**src/rtl/drac_tile_reset_sequencer_if.sv**
```systemverilog
// rtl/drac_tile_reset_sequencer_if.sv - per-hart control/status bundle of the tile reset sequencer
// soft_rst_cnt_o is present only when DRAC_RSTSEQ_SOFTCNT_EN is defined.
interface drac_tile_reset_sequencer_if #(
    parameter int NumHarts = 4
);
    logic [NumHarts-1:0] hart_en_i;
    logic [NumHarts-1:0] soft_rst_req_i;
    logic [NumHarts-1:0] hart_rst_no;
    logic                grst_o;
    logic                all_up_o;
    logic                busy_o;
`ifdef DRAC_RSTSEQ_SOFTCNT_EN
    logic [16*NumHarts-1:0] soft_rst_cnt_o;

    modport master (
        output hart_en_i, soft_rst_req_i,
        input  hart_rst_no, grst_o, all_up_o, busy_o, soft_rst_cnt_o
    );
    modport slave (
        input  hart_en_i, soft_rst_req_i,
        output hart_rst_no, grst_o, all_up_o, busy_o, soft_rst_cnt_o
    );
`else
    modport master (
        output hart_en_i, soft_rst_req_i,
        input  hart_rst_no, grst_o, all_up_o, busy_o
    );
    modport slave (
        input  hart_en_i, soft_rst_req_i,
        output hart_rst_no, grst_o, all_up_o, busy_o
    );
`endif
endinterface

```
**src/rtl/drac_tile_reset_sequencer.sv**
```systemverilog
// rtl/drac_tile_reset_sequencer.sv - staggered multi-hart reset release with queued soft resets
// Optional per-hart soft-reset counters: DRAC_RSTSEQ_SOFTCNT_EN.
module drac_tile_reset_sequencer #(
    parameter int NumHarts      = 4,
    parameter int WakeUpCycles  = 32768,
    parameter int StaggerCycles = 16,
    parameter int SoftRstCycles = 8
) (
    input  logic                               clk_i,
    input  logic                               rst_i,
    drac_tile_reset_sequencer_if.slave         seq_bus
);
    localparam int MaxWs  = (WakeUpCycles > StaggerCycles) ? WakeUpCycles : StaggerCycles;
    localparam int MaxCyc = (MaxWs > SoftRstCycles) ? MaxWs : SoftRstCycles;
    localparam int CW     = $clog2(MaxCyc + 1);
    localparam int IW     = (NumHarts > 1) ? $clog2(NumHarts) : 1;

    typedef enum logic [1:0] {
        ST_IDLE    = 2'd0,
        ST_WAKE    = 2'd1,
        ST_RELEASE = 2'd2,
        ST_RUN     = 2'd3
    } state_t;

    state_t              r_state;
    logic [CW-1:0]       r_cnt;
    logic [IW-1:0]       r_idx;
    logic [NumHarts-1:0] r_hart_rst_n;
    logic [NumHarts-1:0] r_pending;
    logic [NumHarts-1:0] r_en_q;
    logic                r_active;
    logic [IW-1:0]       r_act_idx;
    logic                r_grst;
    logic                r_all_up;
    logic                r_busy;

    logic [NumHarts-1:0] w_en;
    logic [NumHarts-1:0] w_avail;
    logic [NumHarts-1:0] w_sel_mask;
    logic [NumHarts-1:0] w_pend_nxt;
    logic                w_sel_valid;
    logic [IW-1:0]       w_sel_idx;
    logic                w_act_done;
    logic                w_act_nxt;
    logic                w_dec_go;
    logic [IW-1:0]       w_dec_idx;
    logic                w_dec_last;

    assign w_en = seq_bus.hart_en_i;

    always_comb begin
        w_sel_valid = 1'b0;
        w_sel_idx   = '0;
        w_sel_mask  = '0;
        w_avail     = r_pending & w_en;
        // Descending scan so the lowest pending index is the one left selected.
        if (r_state == ST_RUN && !r_active) begin
            for (int i = NumHarts - 1; i >= 0; i--) begin
                if (w_avail[i]) begin
                    w_sel_valid = 1'b1;
                    w_sel_idx   = IW'(i);
                end
            end
        end
        if (w_sel_valid) begin
            w_sel_mask[w_sel_idx] = 1'b1;
        end
        w_act_done = r_active && w_en[r_act_idx] && (r_cnt == '0);
        w_act_nxt  = w_sel_valid || (r_active && w_en[r_act_idx] && (r_cnt != '0));
        // A request landing on the selection cycle survives the clear and re-queues the hart.
        w_pend_nxt = ((r_pending & ~w_sel_mask) | seq_bus.soft_rst_req_i | (w_en & ~r_en_q)) & w_en;
        w_dec_go   = ((r_state == ST_WAKE) && (r_cnt == CW'(WakeUpCycles - 1))) ||
                     ((r_state == ST_RELEASE) && (r_cnt == '0));
        w_dec_idx  = (r_state == ST_WAKE) ? '0 : r_idx;
        w_dec_last = (w_dec_idx == IW'(NumHarts - 1));
    end

`ifdef DRAC_RSTSEQ_SOFTCNT_EN
    logic [15:0] r_soft_cnt [NumHarts];

    always_ff @(posedge clk_i) begin
        if (rst_i) begin
            for (int i = 0; i < NumHarts; i++) begin
                r_soft_cnt[i] <= '0;
            end
        end else if (w_sel_valid && (r_soft_cnt[w_sel_idx] != 16'hFFFF)) begin
            r_soft_cnt[w_sel_idx] <= r_soft_cnt[w_sel_idx] + 16'd1;
        end
    end

    for (genvar g = 0; g < NumHarts; g++) begin : g_cnt_out
        assign seq_bus.soft_rst_cnt_o[16*g +: 16] = r_soft_cnt[g];
    end
`endif

    always_ff @(posedge clk_i) begin
        if (rst_i) begin
            r_state      <= ST_IDLE;
            r_cnt        <= '0;
            r_idx        <= '0;
            r_hart_rst_n <= '0;
            r_pending    <= '0;
            r_en_q       <= '0;
            r_active     <= 1'b0;
            r_act_idx    <= '0;
            r_grst       <= 1'b0;
            r_all_up     <= 1'b0;
            r_busy       <= 1'b1;
        end else begin
            r_grst       <= 1'b1;
            r_en_q       <= w_en;
            // Any released hart drops out as soon as its enable goes low, in every state.
            r_hart_rst_n <= r_hart_rst_n & w_en;

            case (r_state)
                ST_IDLE: begin
                    r_state <= ST_WAKE;
                    r_cnt   <= '0;
                    r_busy  <= 1'b1;
                end
                ST_WAKE: begin
                    if (r_cnt != CW'(WakeUpCycles - 1)) begin
                        r_cnt <= r_cnt + 1'b1;
                    end
                end
                ST_RELEASE: begin
                    if (r_cnt != '0) begin
                        r_cnt <= r_cnt - 1'b1;
                    end
                end
                ST_RUN: begin
                    r_pending <= w_pend_nxt;
                    r_active  <= w_act_nxt;
                    r_busy    <= w_act_nxt | (|w_pend_nxt);
                    if (w_sel_valid) begin
                        r_act_idx               <= w_sel_idx;
                        r_cnt                   <= CW'(SoftRstCycles - 1);
                        r_hart_rst_n[w_sel_idx] <= 1'b0;
                    end else if (r_active && (r_cnt != '0)) begin
                        r_cnt <= r_cnt - 1'b1;
                    end
                    if (w_act_done) begin
                        r_hart_rst_n[r_act_idx] <= 1'b1;
                    end
                end
                default: r_state <= ST_IDLE;
            endcase

            // Release decision: the wake-up terminal edge doubles as the decision for hart 0.
            if (w_dec_go) begin
                if (w_en[w_dec_idx]) begin
                    r_hart_rst_n[w_dec_idx] <= 1'b1;
                    r_cnt                   <= CW'(StaggerCycles - 1);
                end else begin
                    r_cnt <= '0;
                end
                if (w_dec_last) begin
                    r_state  <= ST_RUN;
                    r_all_up <= 1'b1;
                    r_busy   <= 1'b0;
                end else begin
                    r_state <= ST_RELEASE;
                    r_idx   <= w_dec_idx + 1'b1;
                end
            end
        end
    end

    assign seq_bus.hart_rst_no = r_hart_rst_n;
    assign seq_bus.grst_o      = r_grst;
    assign seq_bus.all_up_o    = r_all_up;
    assign seq_bus.busy_o      = r_busy;

endmodule

```
**src/flat_wrapper.sv**
```systemverilog
// flat-port wrapper written by rule: the top's interface ports become plain ports
module drac_tile_reset_sequencer_flat 
#(
    parameter int NumHarts      = 4,
    parameter int WakeUpCycles  = 32768,
    parameter int StaggerCycles = 16,
    parameter int SoftRstCycles = 8
)
  (clk_i, rst_i, seq_bus_hart_en_i, seq_bus_soft_rst_req_i, seq_bus_hart_rst_no, seq_bus_grst_o, seq_bus_all_up_o, seq_bus_busy_o);
  drac_tile_reset_sequencer_if #(.NumHarts(NumHarts)) seq_bus_i ();
  input  logic clk_i;
  input  logic rst_i;
  input wire logic [$bits(seq_bus_i.hart_en_i)-1:0] seq_bus_hart_en_i;
  input wire logic [$bits(seq_bus_i.soft_rst_req_i)-1:0] seq_bus_soft_rst_req_i;
  output wire logic [$bits(seq_bus_i.hart_rst_no)-1:0] seq_bus_hart_rst_no;
  output wire logic [$bits(seq_bus_i.grst_o)-1:0] seq_bus_grst_o;
  output wire logic [$bits(seq_bus_i.all_up_o)-1:0] seq_bus_all_up_o;
  output wire logic [$bits(seq_bus_i.busy_o)-1:0] seq_bus_busy_o;
  assign seq_bus_i.hart_en_i = seq_bus_hart_en_i;
  assign seq_bus_i.soft_rst_req_i = seq_bus_soft_rst_req_i;
  assign seq_bus_hart_rst_no = seq_bus_i.hart_rst_no;
  assign seq_bus_grst_o = seq_bus_i.grst_o;
  assign seq_bus_all_up_o = seq_bus_i.all_up_o;
  assign seq_bus_busy_o = seq_bus_i.busy_o;
  drac_tile_reset_sequencer #(.NumHarts(NumHarts), .WakeUpCycles(WakeUpCycles), .StaggerCycles(StaggerCycles), .SoftRstCycles(SoftRstCycles)) u_core (.clk_i(clk_i), .rst_i(rst_i), .seq_bus(seq_bus_i));
endmodule
```
**config.mk**
```make
export PLATFORM = sky130hd
export DESIGN_NAME = drac_tile_reset_sequencer_flat
export DESIGN_NICKNAME = d
export VERILOG_FILES = /design/src/rtl/drac_tile_reset_sequencer_if.sv /design/src/rtl/drac_tile_reset_sequencer.sv /design/src/flat_wrapper.sv
export SDC_FILE = /design/constraint.sdc
export NUM_CORES = 1
export LEC_CHECK = 0
export BUFFER_PORTS_ARGS = -buffer_cell sky130_fd_sc_hd__buf_4
export CAP_MARGIN = 20
export CORE_MARGIN = 5
export CORE_UTILIZATION = 55
export CTS_BUF_LIST = sky130_fd_sc_hd__clkbuf_8
export DETAILED_ROUTE_END_ITERATION = 10
export GPL_TIMING_DRIVEN = 0
export PLACE_DENSITY = 0.73
export SKIP_CTS_REPAIR_TIMING = 1
export SYNTH_ARGS = -nofsm -noshare
export SYNTH_HDL_FRONTEND = slang
export SYNTH_SLANG_ARGS = --single-unit
```
**constraint.sdc**
```tcl
create_clock -name clk_i -period 2.9 [get_ports clk_i]
set_input_delay 0.29 -clock clk_i [delete_from_list [all_inputs] [get_ports clk_i]]
set_output_delay 0.29 -clock clk_i [all_outputs]
set_load 0.1 [all_outputs]
```
# Word-level counts from Yosys, hierarchy flattened
# Index checks and enable logic that the tools add are counted.
word_totals:
  reg_bits: 38
  in_bits: 10
op_classes:
  add_sub_neg: 3
  magnitude_cmp: 6
  eq_ne: 9
  n_mux: 44
  bitwise_logic: 15
  reduce_logical: 22
ops:
  columns: ["operator", "n"]
  rows:
  - ["$mux 16", 5]
  - ["$pmux 16 s4", 1]
  - ["$mux 4", 10]
  - ["$and 4x4->4", 6]
  - ["$add 16x1->16 const B", 1]
  - ["$eq 16x15->1 const B", 1]
  - ["$logic_not 16->1", 1]
  - ["$mux 2", 8]
  - ["$ne 16x15->1 const B", 1]
  - ["$or 4x4->4", 4]
  - ["$reduce_bool 16->1", 1]
  - ["$sub 16x1->16 const B", 1]
  - ["$mux 1", 14]
  - ["$not 4->4", 3]
  - ["$logic_and 1x1->1", 10]
  - ["$lt 2x3->1 const B", 3]
  - ["$demux 1 s2", 3]
  - ["$eq 2x2->1 const B", 3]
  - ["$ge 2x1->1 const B", 3]
  - ["$reduce_and 2->1", 3]
  - ["$bmux 1 s2", 2]
  - ["$ne 4x2->1 const B", 1]
  - ["$reduce_or 4->1", 1]
  - ["$ne 3x1->1 const B", 1]
  - ["other kinds (11)", 12]

# Logic depth before layout (Yosys ltp)
# Gate-level depths: netlist of run 1.
logic_depth:
  ltp_word: 22
  depth_mapped: 10
  ltp_nobuf: 10

# Worst setup path before layout of run 1
# Ideal clock, no wire load.
synth_timing:
  path_kind: "register -> register"
  start: "register u_core.r_state[1]"
  end: "register u_core.r_cnt[9]"
  setup_ns: 0.069
  arrival_ns: 2.020
  setup_slack_ns: 0.810
  path_stages_with_launch: 9
  path_buffers: 0
  path_cell_list: "dfxtp_1 > inv_1 > ha_1 > nand4_1 > nor4_2 > or2_4 > or4_4 > or3_1 > o21ai_1"
synth_between:
  elab_chain_len: 6
synth_lines:
  columns: ["element", "line", "text"]
  rows:
  - ["start, declared", "drac_tile_reset_sequencer.sv:25", "state_t r_state;"]
  - ["start signal, assigned", "drac_tile_reset_sequencer.sv:98", "r_state <= ST_IDLE;"]
  - ["start signal, assigned", "drac_tile_reset_sequencer.sv:117", "r_state <= ST_WAKE;"]
  - ["start signal, assigned", "drac_tile_reset_sequencer.sv:146", "default: r_state <= ST_IDLE;"]
  - ["$eq 2x2->1", "drac_tile_reset_sequencer.sv:57, drac_tile_reset_sequencer.sv:115", null]
  - ["$logic_and 1x1->1", "drac_tile_reset_sequencer.sv:57", "if (r_state == ST_RUN && !r_active) begin"]
  - ["$mux 1", "drac_tile_reset_sequencer.sv:57", null]
  - ["$mux 16", "drac_tile_reset_sequencer.sv:135", "if (w_sel_valid) begin"]
  - ["$pmux 16 s4", "drac_tile_reset_sequencer.sv:115", "case (r_state)"]
  - ["$mux 16", "drac_tile_reset_sequencer.sv:150", "if (w_dec_go) begin"]
  - ["end signal, assigned", "drac_tile_reset_sequencer.sv:137", "r_cnt <= CW'(SoftRstCycles - 1);"]
  - ["end signal, assigned", "drac_tile_reset_sequencer.sv:140", "r_cnt <= r_cnt - 1'b1;"]
  - ["end signal, assigned", "drac_tile_reset_sequencer.sv:153", "r_cnt <= CW'(StaggerCycles - 1);"]
  - ["end, declared", "drac_tile_reset_sequencer.sv:26", "logic [CW-1:0] r_cnt;"]
# Parallel ways exist; a longest one is shown, timed or not.
# A chain may end at the register's enable or synchronous reset.

# Worst setup path after layout of run 1
# Same ends and word-level chain as after synthesis.

==> flow_summary_export.csv, run 1 <==
group,metric,value,unit
layout,num-nets-final,407,
sta,fmax,378,MHz
routing,wl_per_cell,17.3,um
worst_setup_path,rr_startpoint,"u_core.r_state[1]",
worst_setup_path,rr_endpoint,"u_core.r_cnt[9]",
synth,ys.flop_type,"dfxtp_1",
layout,multi_input_area,1820,sq um
power,p_seq_share,51.2,%
die,dieArea,6540,sq um
layout,final_area,3060,sq um
routing,vias_per_cell,6.40,
grt,grt_pass1_wl,13.2,mm
routing,detail-route-antenna-nets,0,
layout,utilization,63.9,%
grt,antenna_found_initial,0,
sta,finalSetupTns,0,ns
power,ir_worst_vdd,0.226,mV
clock_network,h-tree-depth,2,
die,io_pins,17,
synth,synth_edf_count,0,
sta,rsz0062_at_grt,"false",
placement,placed_cell_area,2970,sq um
die,start_util,57.7,%
worst_setup_path,worstSetupEndpointType,"flop",
power,switching_power,0.284,mW
layout,nFillCells,477,
run,cap_violations,0,
worst_setup_path,cp_max_fo,9,
routing,wl_met2,3.85,mm
routing,drc_errors,0,
clock_network,cts-root-buf,"clkbuf_8",
layout,area.sequential,761,sq um
clock_network,cts.sinks,38,
clock_network,cts.path.max_buffers,2,
synth,ys_types,63,
synth,yosys_warnings,0,
die,die_h,80.9,um
routing,firstDrtPassIters,5,
power,p_comb_share,12.0,%
synth,synth_area,2760,sq um
routing,drt_iter0_drc,350,
sta,skew,0.00810,ns
worst_setup_path,reg2regPathDepth,8,
synth,syn-num-nets,384,
synth,seq_area_frac_synth,27.5,%
worst_setup_path,critPathLaunchType,"flop",
power,power_density,341,nW/um^2
worst_setup_path,worst-endpoint-required,3.13,ns
synth,postSynthAreaPerCell,7.59,sq um
power,switching_share,27.2,%
placement,place_congestion,0.916,
worst_setup_path,startpoint,"u_core.r_state[1]",
routing,drt_wl_total,7.88,mm
die,fp.dieW,80.9,um
layout,finalNonFillerCells,455,
routing,vias,2910,
routing,dr_wl_met3,490,um
clock_network,clkTransAtPathRegs,0.08,ns
synth,synth-seq-cells,38,
power,internal_power,0.759,mW
grt,grt_use_total,25.7,%
clock_network,cts_tree,"yes",
worst_setup_path,endpoint,"u_core.r_cnt[9]",
sta,hold_viol_final,0,
sta,min_period,2.64,ns
power,clkPwrFrac,36.9,%
grt,grt_max_degree,12,
placement,placed_cells,447,
grt,gr-total-overflow,0,
layout,antenna_cells,0,
clock_network,cts_made_buffers,5,
grt,grt_pass1_vias,2772,
synth,netlist_instances,364,
power,total_leakage_power,1.20,nW
worst_setup_path,cp.arrival,2.87,ns
sta,max-slew-margin-rel,34.2,%
layout,synthToLayoutAreaGrowth,10.7,%
layout,drive_above_1_share,12.4,%
clock_network,clock_latency,0.29,ns
die,rows,25,
status,status,"finished, final reports clean",
die,core_area,4790,sq um
sta,holdWs,0.317,ns
placement,port-buffer-count,16,
worst_setup_path,crit_type,"flop to flop",
sta,timing.final.crit_share,91.1,%
routing,wl_met1,3.37,mm
sta,worst-slew-pin-transition,0.979,ns
sta,finalSetupViolations,0,
worst_setup_path,r2r_setup_slack,0.26,ns
placement,hpwl,5.73,mm
routing,top_layer,"met4",
sta,drv_slew,0,
worst_hold_path,holdCritPathClass,"primary input to flop",
synth,postSynth.asyncResetShare,0,%
[layout by cell type, fill, tap and decap left out, drive strengths merged, types with 4 or more instances in the layout]
| cell type | count |
|---|---|
| a21oi | 31 |
| ha | 10 |
| nor2 | 26 |
| buf | 26 |
| nor4 | 6 |
| inv | 19 |
| o21ai | 21 |
| and3 | 5 |
| nand4 | 10 |
| nand3 | 19 |
| nand2 | 39 |
| a32oi | 7 |
| a211oi | 4 |
| o221ai | 4 |
| o211ai | 5 |
| a22o | 5 |
| a22oi | 5 |
| nor2b | 8 |
| a31oi | 7 |
| dfxtp | 38 |
| nand2b | 9 |
| and4 | 4 |
| nor3 | 12 |
| or3 | 5 |
| clkbuf | 21 |
[logic make-up (layout without fill, tap and decap cells)]
group	Yosys count	count (layout)	share of synthesized area, %
buf+inv	43	67	6.75
fa+ha+maj	10	10	4.53
mux	5	5	2.31
compound gates	107	107	26.1
flops	38	38	27.5
simple gates	160	160	32.4
xor+xnor	1	1	0.317
[final cells by class]
cell class	count	share of cell area, %
clock buffer	6	2.70
timing repair buffer	16	3.93
multi-input combinational	283	59.4
sequential	38	24.9
tap	67	2.74
inverter	18	2.21
buffer	25	3.89
clock inverter	2	0.286
[stage by stage]
stage | setup WS [ns] | total power, mW
after CTS | 0.281 | 1.05
after detailed placement | 0.328 | 0.668
after floorplan | 0.810 | 0.625
after global placement | 0.350 | 0.666
final | 0.258 | 1.04
after global routing | 0.0736 | 1.10
[per-layer routing]
layer / vias to the layer above / global-route usage [%]
met5: - / 0
met4: 0 / 8.45
met3: 24 / 4.99
met2: 137 / 45.1
met1: 1341 / 31.5
li1: 1408 / -
[critical path, cell delays in order, from the launching register on]
cell and delay [ns]:
dfxtp_1 0.39, inv_1 0.08, ha_1 0.31, nand4_1 0.22
nor4_2 0.12, or2_4 0.26, nor4_2 0.81, a31oi_1 0.21
o21ai_1 0.18
[registers in the layout, summed over array words and instances (netlist names), 2 cells and up]
signal	count
u_core.r_pending	4
u_core.r_en_q	4
u_core.seq_bus.hart_rst_no	4
u_core.r_cnt	16
u_core.r_idx	2
u_core.r_act_idx	2
u_core.r_state	2
[worst min-delay path by stage]
stage	slack [ns]	start	depth (start not counted)	to
6_report	0.32	seq_bus_hart_en_i[1]	3	u_core.r_pending[1]
3_3_place_gp	0.44	u_core.seq_bus.all_up_o	2	u_core.seq_bus.all_up_o
3_5_place_dp	0.45	u_core.seq_bus.all_up_o	2	u_core.seq_bus.all_up_o
5_1_grt	0.31	seq_bus_hart_en_i[2]	2	u_core.r_en_q[2]
2_1_floorplan	0.42	seq_bus_hart_en_i[2]	1	u_core.r_en_q[2]
4_1_cts	0.32	seq_bus_hart_en_i[3]	2	u_core.r_en_q[3]
[synth_stat cells (6+ instances only)]
library cell / count / share of area, %
nor2_1: 26 / 3.5
clkbuf_1: 13 / 1.8
ha_1: 10 / 4.5
nand4_1: 9 / 2.0
o21ai_0: 20 / 3.6
a32oi_1: 7 / 2.2
a31oi_1: 6 / 1.4
nand2_1: 39 / 5.3
inv_1: 18 / 2.4
nand2b_1: 9 / 2.0
nand3_1: 19 / 3.4
dfxtp_1: 38 / 28
a21oi_1: 29 / 5.3
buf_2: 6 / 1.1
nor2b_1: 8 / 1.8
nor3_1: 11 / 2.0
[power groups by stage]
stage	logic, mW	clock network (mW)	registers (mW)
after global placement	0.121	0	0.545
final	0.125	0.384	0.533
after CTS	0.123	0.391	0.533
after global routing	0.134	0.427	0.534
after floorplan	0.0656	0	0.559
after detailed placement	0.123	0	0.545
(Power assumes the default switching activity.)
==> run 2: changes to the inputs <==
--- a/config.mk
+++ b/config.mk
@@ -7,7 +7,7 @@
 export LEC_CHECK = 0
 export BUFFER_PORTS_ARGS = -buffer_cell sky130_fd_sc_hd__buf_4
 export CAP_MARGIN = 20
-export CORE_MARGIN = 5
+export CORE_MARGIN = 4
 export CORE_UTILIZATION = 55
 export CTS_BUF_LIST = sky130_fd_sc_hd__clkbuf_8
 export DETAILED_ROUTE_END_ITERATION = 10
==> run 2 against run 1 <==
Effect of this change:
- die area decreased by 4.9%
- critical path depth unchanged
- clock power about the same
- largest power group unchanged
- cell count unchanged
- critical path type unchanged
- combinational power about the same
- clock-buffer cell count unchanged
- via count decreased by 0.89%
- register-to-register slack improved by 0.04 ns
- fmax increased by 1.6%
==> flow_summary_export.csv, run 2 (synthesis gave the netlist of run 1 again) <==
group,metric,value,unit
power,ir_worst_vdd,0.205,mV
placement,place_congestion,0.929,
placement,hpwl,5.67,mm
routing,vias,2884,
run,cap_violations,0,
worst_hold_path,holdCritPathClass,"primary input to flop",
worst_setup_path,cpMaxStageDelayCell,"nor4_2",
routing,detail-route-antenna-nets,0,
die,dieArea,6220,sq um
clock_network,cts.path.max_buffers,2,
worst_setup_path,critPathLaunchType,"flop",
worst_setup_path,crit_path_frequent_cell,"nor4_2",
power,total_leakage_power,1.20,nW
sta,finalSetupTns,0,ns
grt,gr-total-overflow,0,
worst_setup_path,crit_path_max_incr_delay,0.80,ns
die,rows,25,
sta,finalSetupViolations,0,
sta,worst-slew-pin-transition,0.963,ns
routing,firstDrtPassIters,5,
layout,final_common_cell,"nand2_1",
power,internal_power,0.759,mW
sta,timing.final.crit_share,89.7,%
sta,max-slew-margin-rel,35.3,%
sta,min_period,2.60,ns
power,clkPwrFrac,37.1,%
routing,wl_per_cell,17.3,um
die,fp.dieW,78.9,um
power,power_density,341,nW/um^2
layout,utilization,63.9,%
routing,drt_wl_total,7.89,mm
sta,fmax,385,MHz
placement,port-buffer-count,16,
layout,drive_above_1_share,12.4,%
die,start_util,57.7,%
die,core_area,4790,sq um
die,io_pins,17,
power,switching_share,27.3,%
clock_network,cts_made_buffers,5,
worst_setup_path,cp_max_fo,9,
power,p_seq_share,51.1,%
worst_setup_path,crit_chain,"inv_1, ha_1, nand4_1, nor4_2, or2_4, nor4_2, a31oi_1, o22ai_1",
clock_network,cts.sinks,38,
layout,synthToLayoutAreaGrowth,10.7,%
routing,drc_errors,0,
clock_network,clock_latency,0.29,ns
layout,layout_common_cells,"nand2_1 (39), dfxtp_1 (38), a21oi_1 (29)",
layout,regMostFlops,"u_core.r_cnt",
power,p_comb_share,11.8,%
routing,vias_per_cell,6.34,
clock_network,cts-root-buf,"clkbuf_8",
grt,grt_use_total,26.2,%
grt,grt_max_degree,12,
grt,grt_pass1_wl,13.1,mm
clock_network,cts_tree,"yes",
power,switching_power,0.285,mW
clock_network,h-tree-depth,2,
layout,largest_reg_flops,16,
layout,antenna_cells,0,
sta,rsz0062_at_grt,"false",
status,status,"finished, final reports clean",
worst_setup_path,worstSetupEndpointType,"flop",
sta,drv_slew,0,
sta,skew,0.00689,ns
clock_network,clkTransAtPathRegs,0.08,ns
grt,grt_pass1_vias,2741,
worst_setup_path,cp.arrival,2.83,ns
layout,num-nets-final,407,
die,die_h,78.9,um
grt,antenna_found_initial,0,
routing,drt_iter0_drc,357,
sta,hold_viol_final,0,
worst_setup_path,crit_type,"flop to flop",
worst_setup_path,worst-endpoint-required,3.13,ns
run 2: cell counts in the layout (fill, tap and decap cells not counted):
Identical to the previous run, type by type.
run 2: area by class of cell:
type / count / area, sq um
plain buffers: 25 / 119
well taps: 67 / 83.8
inverters: 18 / 67.6
repair buffers: 16 / 120
fillers: 458 / 1730
multi-input cells: 283 / 1820
clock inverters: 2 / 8.76
clock buffers: 6 / 82.6
flip-flops and latches: 38 / 761
run 2: path summary, 6_finish.rpt:
kind / start / end / slack (ns) / depth (start not counted)
setup / recovery: u_core.r_state[1] / u_core.r_cnt[14] / 0.30 / 8
hold / removal: seq_bus_hart_en_i[2] / u_core.r_en_q[2] / 0.29 / 2
setup reg to reg: u_core.r_state[1] / u_core.r_cnt[14] / 0.30 / 8
hold reg to reg: u_core.seq_bus.all_up_o / u_core.seq_bus.all_up_o / 0.45 / 2
run 2: per-stage QoR:
stage | power, mW | setup WS, ns | cells | hold WS, ns | area (sq um)
final | 1.04 | 0.300 | 455 | 0.291 | 3060
after global placement | 0.666 | 0.380 | 447 | 0.436 | 2970
after detailed placement | 0.667 | 0.351 | 447 | 0.446 | 2970
after floorplan | 0.625 | 0.810 | 364 | 0.418 | 2760
after global routing | 1.08 | 0.212 | 455 | 0.297 | 3060
after CTS | 1.05 | 0.327 | 455 | 0.284 | 3060
run 2: power groups by stage:
stage,clock (mW),sequential (mW),combinational [mW]
floorplan,0,0.559,0.0656
CTS,0.393,0.533,0.122
detailed placement,0,0.546,0.122
finish,0.387,0.534,0.123
global route,0.413,0.534,0.135
global placement,0,0.545,0.121
run 2: metal layers:
layer / vias up / routed length, um / GRT usage [%]
li1: 1404 / - / -
met4: 0 / 303 / 14.6
met3: 33 / 429 / 4.76
met1: 1332 / 3420 / 32.6
met5: - / 0 / 0
met2: 115 / 3740 / 42.5
run 2: critical path, delay by kind of cell, from the launching register on:
family                   cells  cell delay [ns]
buffers and inverters        1             0.08
flip-flops                   1             0.39
AO/OA/AOI/OAI                2             0.34
adder cells (fa/ha/maj)      1             0.31
AND/OR/NAND/NOR              4             1.41
